[config.mk]
export PLATFORM = sky130hd
export DESIGN_NAME = vga_timing_ctrl
export DESIGN_NICKNAME = d
export VERILOG_FILES = /design/src/rtl/vga_timing_pkg.sv /design/src/rtl/vga_axis_counter.sv /design/src/rtl/vga_timing_ctrl.sv
export SDC_FILE = /design/constraint.sdc
export NUM_CORES = 1
export LEC_CHECK = 0
export BUFFER_PORTS_ARGS = -buffer_cell sky130_fd_sc_hd__clkbuf_2
export CORE_ASPECT_RATIO = 1.1
export CORE_MARGIN = 2
export CORE_UTILIZATION = 45
export CTS_BUF_LIST = sky130_fd_sc_hd__clkbuf_16
export DETAILED_ROUTE_END_ITERATION = 7
export GPL_TIMING_DRIVEN = 0
export PLACE_DENSITY_LB_ADDON = 0.2
export SETUP_SLACK_MARGIN = 0.5
export SLEW_MARGIN = 20
export SYNTH_ARGS = -nofsm -noshare
export SYNTH_HDL_FRONTEND = slang
export SYNTH_SLANG_ARGS = --single-unit
[constraint.sdc]
create_clock -name clk -period 4.43 [get_ports clk]
set_input_delay 0.886 -clock clk [delete_from_list [all_inputs] [get_ports clk]]
set_output_delay 0.886 -clock clk [all_outputs]
set_load 0.01 [all_outputs]
[src/rtl/vga_timing_pkg.sv]
// Shared types and widths for the VGA raster timing controller.
// Phase order ACTIVE -> FRONT -> SYNC -> BACK is the same for both axes.
package vga_timing_pkg;

   localparam int CNT_W = 11;
   localparam int POS_W = 10;

   typedef enum logic [1:0] {
      PH_ACTIVE = 2'd0,
      PH_FRONT  = 2'd1,
      PH_SYNC   = 2'd2,
      PH_BACK   = 2'd3
   } phase_e;

   function automatic phase_e next_phase(input phase_e p);
      phase_e n;
      case (p)
         PH_ACTIVE: n = PH_FRONT;
         PH_FRONT:  n = PH_SYNC;
         PH_SYNC:   n = PH_BACK;
         PH_BACK:   n = PH_ACTIVE;
         default:   n = PH_ACTIVE;
      endcase
      return n;
   endfunction

endpackage

[src/rtl/vga_axis_counter.sv]
// One raster axis: position counter plus phase FSM with a phase-local count.
// pos/phase/active/sync_on present the values being loaded on the current edge.
module vga_axis_counter
   import vga_timing_pkg::*;
#(
   parameter int RES  = 640,
   parameter int FP   = 16,
   parameter int SYNC = 96,
   parameter int BP   = 48
) (
   input  logic             clk,
   input  logic             reset,
   input  logic             advance,
   output logic [CNT_W-1:0] pos,
   output phase_e           phase,
   output logic             wrap,
   output logic             active,
   output logic             sync_on
);

   localparam logic [CNT_W-1:0] TOTAL_M1 = CNT_W'(RES + FP + SYNC + BP - 1);

   function automatic logic [CNT_W-1:0] len_m1(input phase_e p);
      logic [CNT_W-1:0] l;
      case (p)
         PH_ACTIVE: l = CNT_W'(RES - 1);
         PH_FRONT:  l = CNT_W'(FP - 1);
         PH_SYNC:   l = CNT_W'(SYNC - 1);
         PH_BACK:   l = CNT_W'(BP - 1);
         default:   l = CNT_W'(BP - 1);
      endcase
      return l;
   endfunction

   logic [CNT_W-1:0] pos_q, pos_d;
   logic [CNT_W-1:0] cnt_q, cnt_d;
   phase_e           phase_q, phase_d;

   // State register; reset parks the axis on its last blanked position.
   always_ff @(posedge clk or posedge reset) begin
      if (reset) begin
         pos_q   <= TOTAL_M1;
         cnt_q   <= CNT_W'(BP - 1);
         phase_q <= PH_BACK;
      end else begin
         pos_q   <= pos_d;
         cnt_q   <= cnt_d;
         phase_q <= phase_d;
      end
   end

   // Next position and phase; the phase count restarts at each boundary.
   always_comb begin
      pos_d   = pos_q;
      cnt_d   = cnt_q;
      phase_d = phase_q;
      if (advance) begin
         if (pos_q == TOTAL_M1) begin
            pos_d = {CNT_W{1'b0}};
         end else begin
            pos_d = pos_q + 11'd1;
         end
         if (cnt_q == len_m1(phase_q)) begin
            cnt_d   = {CNT_W{1'b0}};
            phase_d = next_phase(phase_q);
         end else begin
            cnt_d   = cnt_q + 11'd1;
         end
      end else begin
         pos_d   = pos_q;
      end
   end

   assign wrap    = (pos_q == TOTAL_M1);
   assign pos     = pos_d;
   assign phase   = phase_d;
   assign active  = (phase_d == PH_ACTIVE);
   assign sync_on = (phase_d == PH_SYNC);

endmodule

[src/rtl/vga_timing_ctrl.sv]
// Raster timing controller: two axis counters advanced on pix_tick, with
// registered x/y/von/syncs aligned to the same pixel and a frame_start pulse.
module vga_timing_ctrl
   import vga_timing_pkg::*;
#(
   parameter int   HRES      = 640,
   parameter int   HFP       = 16,
   parameter int   HSYNC     = 96,
   parameter int   HBP       = 48,
   parameter int   VRES      = 480,
   parameter int   VFP       = 10,
   parameter int   VSYNC     = 2,
   parameter int   VBP       = 33,
   parameter logic HSYNC_POL = 1'b0,
   parameter logic VSYNC_POL = 1'b0
) (
   input  logic             clk,
   input  logic             reset,
   input  logic             pix_tick,
   output logic [POS_W-1:0] x,
   output logic [POS_W-1:0] y,
   output logic             von,
   output logic             hsync,
   output logic             vsync,
   output logic             frame_start
);

   localparam int HTOTAL = HRES + HFP + HSYNC + HBP;
   localparam int VTOTAL = VRES + VFP + VSYNC + VBP;

   if (HRES > 1023 || VRES > 1023 || HTOTAL > 2047 || VTOTAL > 2047 ||
       HRES < 1 || HFP < 1 || HSYNC < 1 || HBP < 1 ||
       VRES < 1 || VFP < 1 || VSYNC < 1 || VBP < 1) begin : g_bad_params
      $error("vga_timing_ctrl: timing parameters out of range");
   end

   logic [CNT_W-1:0] h_pos, v_pos;
   phase_e           h_phase, v_phase;
   logic             h_wrap, v_wrap;
   logic             h_active, v_active;
   logic             h_sync_on, v_sync_on;
   logic             v_advance;
   logic             unused_ok;

   assign v_advance = pix_tick & h_wrap;

   vga_axis_counter #(.RES(HRES), .FP(HFP), .SYNC(HSYNC), .BP(HBP)) u_h_axis (
      .clk     (clk),
      .reset   (reset),
      .advance (pix_tick),
      .pos     (h_pos),
      .phase   (h_phase),
      .wrap    (h_wrap),
      .active  (h_active),
      .sync_on (h_sync_on)
   );

   vga_axis_counter #(.RES(VRES), .FP(VFP), .SYNC(VSYNC), .BP(VBP)) u_v_axis (
      .clk     (clk),
      .reset   (reset),
      .advance (v_advance),
      .pos     (v_pos),
      .phase   (v_phase),
      .wrap    (v_wrap),
      .active  (v_active),
      .sync_on (v_sync_on)
   );

   // Phase encodings and the 11th position bit are not needed at the outputs.
   assign unused_ok = ^{h_phase, v_phase, h_pos[CNT_W-1], v_pos[CNT_W-1]};

   logic [POS_W-1:0] x_q, x_d, y_q, y_d;
   logic             von_q, von_d;
   logic             hsync_q, hsync_d, vsync_q, vsync_d;
   logic             frame_start_q, frame_start_d;

   // Output registers load from the axis next values so all outputs align.
   always_ff @(posedge clk or posedge reset) begin
      if (reset) begin
         x_q           <= {POS_W{1'b0}};
         y_q           <= {POS_W{1'b0}};
         von_q         <= 1'b0;
         hsync_q       <= ~HSYNC_POL;
         vsync_q       <= ~VSYNC_POL;
         frame_start_q <= 1'b0;
      end else begin
         x_q           <= x_d;
         y_q           <= y_d;
         von_q         <= von_d;
         hsync_q       <= hsync_d;
         vsync_q       <= vsync_d;
         frame_start_q <= frame_start_d;
      end
   end

   // Both axes wrapping on one tick is the only way to reach (0,0).
   always_comb begin
      x_d           = x_q;
      y_d           = y_q;
      von_d         = von_q;
      hsync_d       = hsync_q;
      vsync_d       = vsync_q;
      frame_start_d = 1'b0;
      if (pix_tick) begin
         von_d         = h_active & v_active;
         x_d           = (h_active & v_active) ? h_pos[POS_W-1:0] : {POS_W{1'b0}};
         y_d           = (h_active & v_active) ? v_pos[POS_W-1:0] : {POS_W{1'b0}};
         hsync_d       = h_sync_on ? HSYNC_POL : ~HSYNC_POL;
         vsync_d       = v_sync_on ? VSYNC_POL : ~VSYNC_POL;
         frame_start_d = h_wrap & v_wrap;
      end else begin
         frame_start_d = 1'b0;
      end
   end

   assign x           = x_q;
   assign y           = y_q;
   assign von         = von_q;
   assign hsync       = hsync_q;
   assign vsync       = vsync_q;
   assign frame_start = frame_start_q;

endmodule
==> results.sh <==
export IMPL_ios=27
export IMPL_finalCritPeriodShare_pct=70.46
export IMPL_status="completed"
export IMPL_die_y_um=97.72
export IMPL_drive_gt1_share_pct=22.39
export IMPL_ys_seq_area_share_pct=50.91
export IMPL_grt_first_pass_wirelength_um=12520
export IMPL_critPathKind="reg -> reg"
export IMPL_fin_total_pwr_mw=1.571
export IMPL_gp_congestion=0.8041
export IMPL_arrival_ps=3330
export IMPL_antenna_cells=0
export IMPL_skew_ps=9.655
export IMPL_final_util_pct=53.09
export IMPL_synth_edff_count=0
export IMPL_cp_slowest_cell="dfstp_2"
export IMPL_cts_setup_buffers=0
export IMPL_hpwl_um=5100
export IMPL_ys_types=49
export IMPL_tns_ps=0
export IMPL_worst_path_max_fanout=7
export IMPL_cts_buffers=9
export IMPL_final_max_slew_viol_count=0
export IMPL_p_per_area_nw_per_um2=378.2
export IMPL_synth_nets=364
export IMPL_ctsHoldBuffers=0
export IMPL_grt_pass1_vias=2632
export IMPL_critPathMaxStageDelay_ps=570
export IMPL_ys_ff_latch=72
export IMPL_drtIter0Drc=116
export IMPL_routed_via_density=5.283
export IMPL_critical_path_required_ps=4640
export IMPL_die_area_um2=8717
export IMPL_cts_root_buf="clkbuf_16"
export IMPL_cp_start_kind="flip-flop"
export IMPL_power_leakage_nw=1.817
export IMPL_fin_nets=402
export IMPL_io_buffers=26
export IMPL_htree_levels=3
export IMPL_antenna_found_initial=0
export IMPL_synthArstFlopShare_pct=100.0
export IMPL_ant_nets=0
export IMPL_die_x_um=89.20
export IMPL_synth_warnings=0
export IMPL_endpoint_kind="flip-flop"
export IMPL_syn_to_final_growth_pct=15.63
export IMPL_drv_cap=0
export IMPL_setup_viol=0
export IMPL_drt_total_wl_um=7235
export IMPL_ir_worst_vdd_mv=0.1750
export IMPL_slew_headroom_pct=33.61
export IMPL_final_hold_viol_count=0
export IMPL_syn_area_um2=3593
export IMPL_path_cells="inv_1 -> ha_1 -> or4_1 -> o21a_1 -> nor4_4 -> mux2_4 -> and3_2 -> mux2_2"
export IMPL_postSynthCellCount=350
export IMPL_r2r_cells=8
export IMPL_synth_avg_cell_area_um2=10.27
export IMPL_grt_max_degree=56
export IMPL_rsz0062_at_grt="no"
export IMPL_floorplan_initialDensity_pct=45.91
export IMPL_rows=34
export IMPL_cts_tree="yes"
export IMPL_num_vias=2647
export IMPL_grt_remaining_overflow=0
export IMPL_first_pass_iters=4
export IMPL_core_area_um2=7828
export IMPL_path_clk_slew_ps=50
export IMPL_wire_per_inst_um=14.44
export IMPL_grt_usage_pct=18.38
export IMPL_synthFlopType="dfrtp_1"
export IMPL_worst_slew_pin_transition_ps=982.4
export IMPL_ctsResizeCount=0
export IMPL_fmax_mhz=320.4
export IMPL_cts_sinks=72
export IMPL_clk_latency_ps=330
export IMPL_min_path_type="reg -> reg"
export IMPL_hold_depth=1
export IMPL_min_period_ps=3121
export IMPL_drc=0
export IMPL_cts_buffer_depth=2
## synth_stat cells, types with 2 or more instances
cell / n / area, um^2
ha_1: 11 / 137.6
xor2_1: 9 / 78.83
o31ai_1: 5 / 37.54
a31o_2: 4 / 35.03
dfstp_2: 22 / 578.1
nand4_1: 13 / 81.33
xnor2_1: 15 / 131.4
o22ai_1: 8 / 50.05
and3b_1: 2 / 17.52
nor2b_1: 7 / 43.79
nand3_1: 15 / 75.07
dfrtp_1: 50 / 1251
o21a_1: 3 / 22.52
nand2b_1: 4 / 25.02
a22o_1: 2 / 17.52
inv_1: 30 / 112.6
nor2_1: 19 / 71.32
or2_2: 2 / 12.51
o22ai_2: 10 / 125.1
nor4_1: 2 / 12.51
o211ai_1: 4 / 30.03
nor3b_1: 2 / 15.01
mux2i_1: 3 / 30.03
o21ai_0: 17 / 85.08
clkbuf_1: 8 / 30.03
a31oi_1: 2 / 12.51
a21oi_1: 2 / 10.01
nor3_1: 14 / 70.07
nand2_1: 37 / 138.9
a21o_1: 3 / 22.52
and3_1: 5 / 31.28
mux2_2: 3 / 33.78
## registers in the layout, summed over array words and instances, names as in the netlist
name and flops:
u_h_axis.phase_q 2, x 10, u_h_axis.cnt_q 11, hsync 1, vsync 1, u_h_axis.pos_q 11, frame_start 1, u_v_axis.phase_q 2
u_v_axis.cnt_q 11, von 1, y 10, u_v_axis.pos_q 11
## critical path, delay by kind of cell (launching register included)
family | cells | cell delay, ps
AO/OA/AOI/OAI | 1 | 220
adder cells (fa/ha/maj) | 1 | 280
buffers and inverters | 1 | 70
flip-flops | 1 | 570
multiplexers | 2 | 630
AND/OR/NAND/NOR | 3 | 1230
## per-layer routing
layer  global-route usage, %  share of wire [%]
met1                   25.11                 45
met4                   7.233                1.4
met3                   2.634                3.8
met2                   29.23                 49
met5                       0                  0
## final cells by class
type / count / area (um^2)
Clock inverter: 7 / 41.29
Clock buffer: 9 / 225.2
Inverter: 30 / 115.1
Timing Repair Buffer: 27 / 157.7
Sequential cell: 72 / 1829
Fill cell: 719 / 3672
Buffer: 10 / 45.04
Tap cell: 108 / 135.1
Multi-Input combinational cell: 238 / 1607
## path summary, 6_finish.rpt
path / start / to / slack (ps)
setup / recovery: u_v_axis.phase_q[0] / von / 1310
hold / removal: u_v_axis.cnt_q[10] / u_v_axis.cnt_q[10] / 480
setup reg to reg: u_v_axis.phase_q[0] / von / 1310
hold reg to reg: u_v_axis.cnt_q[10] / u_v_axis.cnt_q[10] / 480
max in group asynchronous: reset / u_h_axis.pos_q[4] / 3350
min in group asynchronous: reset / von / 490
## power breakdown
group	switching (mW)	internal [mW]	total (mW)
Combinational	0.0821	0.0573	0.139
Clock	0.270	0.373	0.643
Sequential	0.0575	0.732	0.789
Total	0.409	1.16	1.57
## metrics by stage
step	setup WS, ps	hold WS, ps	instance area [um^2]	std cells
floorplan	1529	445.9	3593	350
global placement	868.9	459.7	3859	484
detailed placement	1298	472.3	3889	485
CTS	1285	484.6	4155	501
global route	1171	497.9	4155	501
finish	1309	478.7	4155	501
## cells by family (layout without fill, tap and decap cells)
group | count (synthesis) | in the layout | synth area share, %
fa+ha+maj | 11 | 11 | 3.830
flops | 72 | 72 | 50.91
mux | 7 | 7 | 2.193
compound gates | 64 | 64 | 13.44
xor+xnor | 24 | 24 | 5.850
buf+inv | 40 | 83 | 4.387
simple gates | 132 | 132 | 19.39
## cells in the final DEF (no fill, tap or decap), types with 11 or more instances in the layout
| cell | instances |
|---|---|
| dfstp_2 | 22 |
| nand4_1 | 13 |
| dfrtp_1 | 50 |
| inv_1 | 30 |
| o21ai_0 | 17 |
| xnor2_1 | 15 |
| nand3_1 | 15 |
| nor3_1 | 14 |
| nand2_1 | 37 |
| nor2_1 | 19 |
| clkbuf_2 | 26 |
| ha_1 | 11 |
Power figures use the tool's default switching activity.
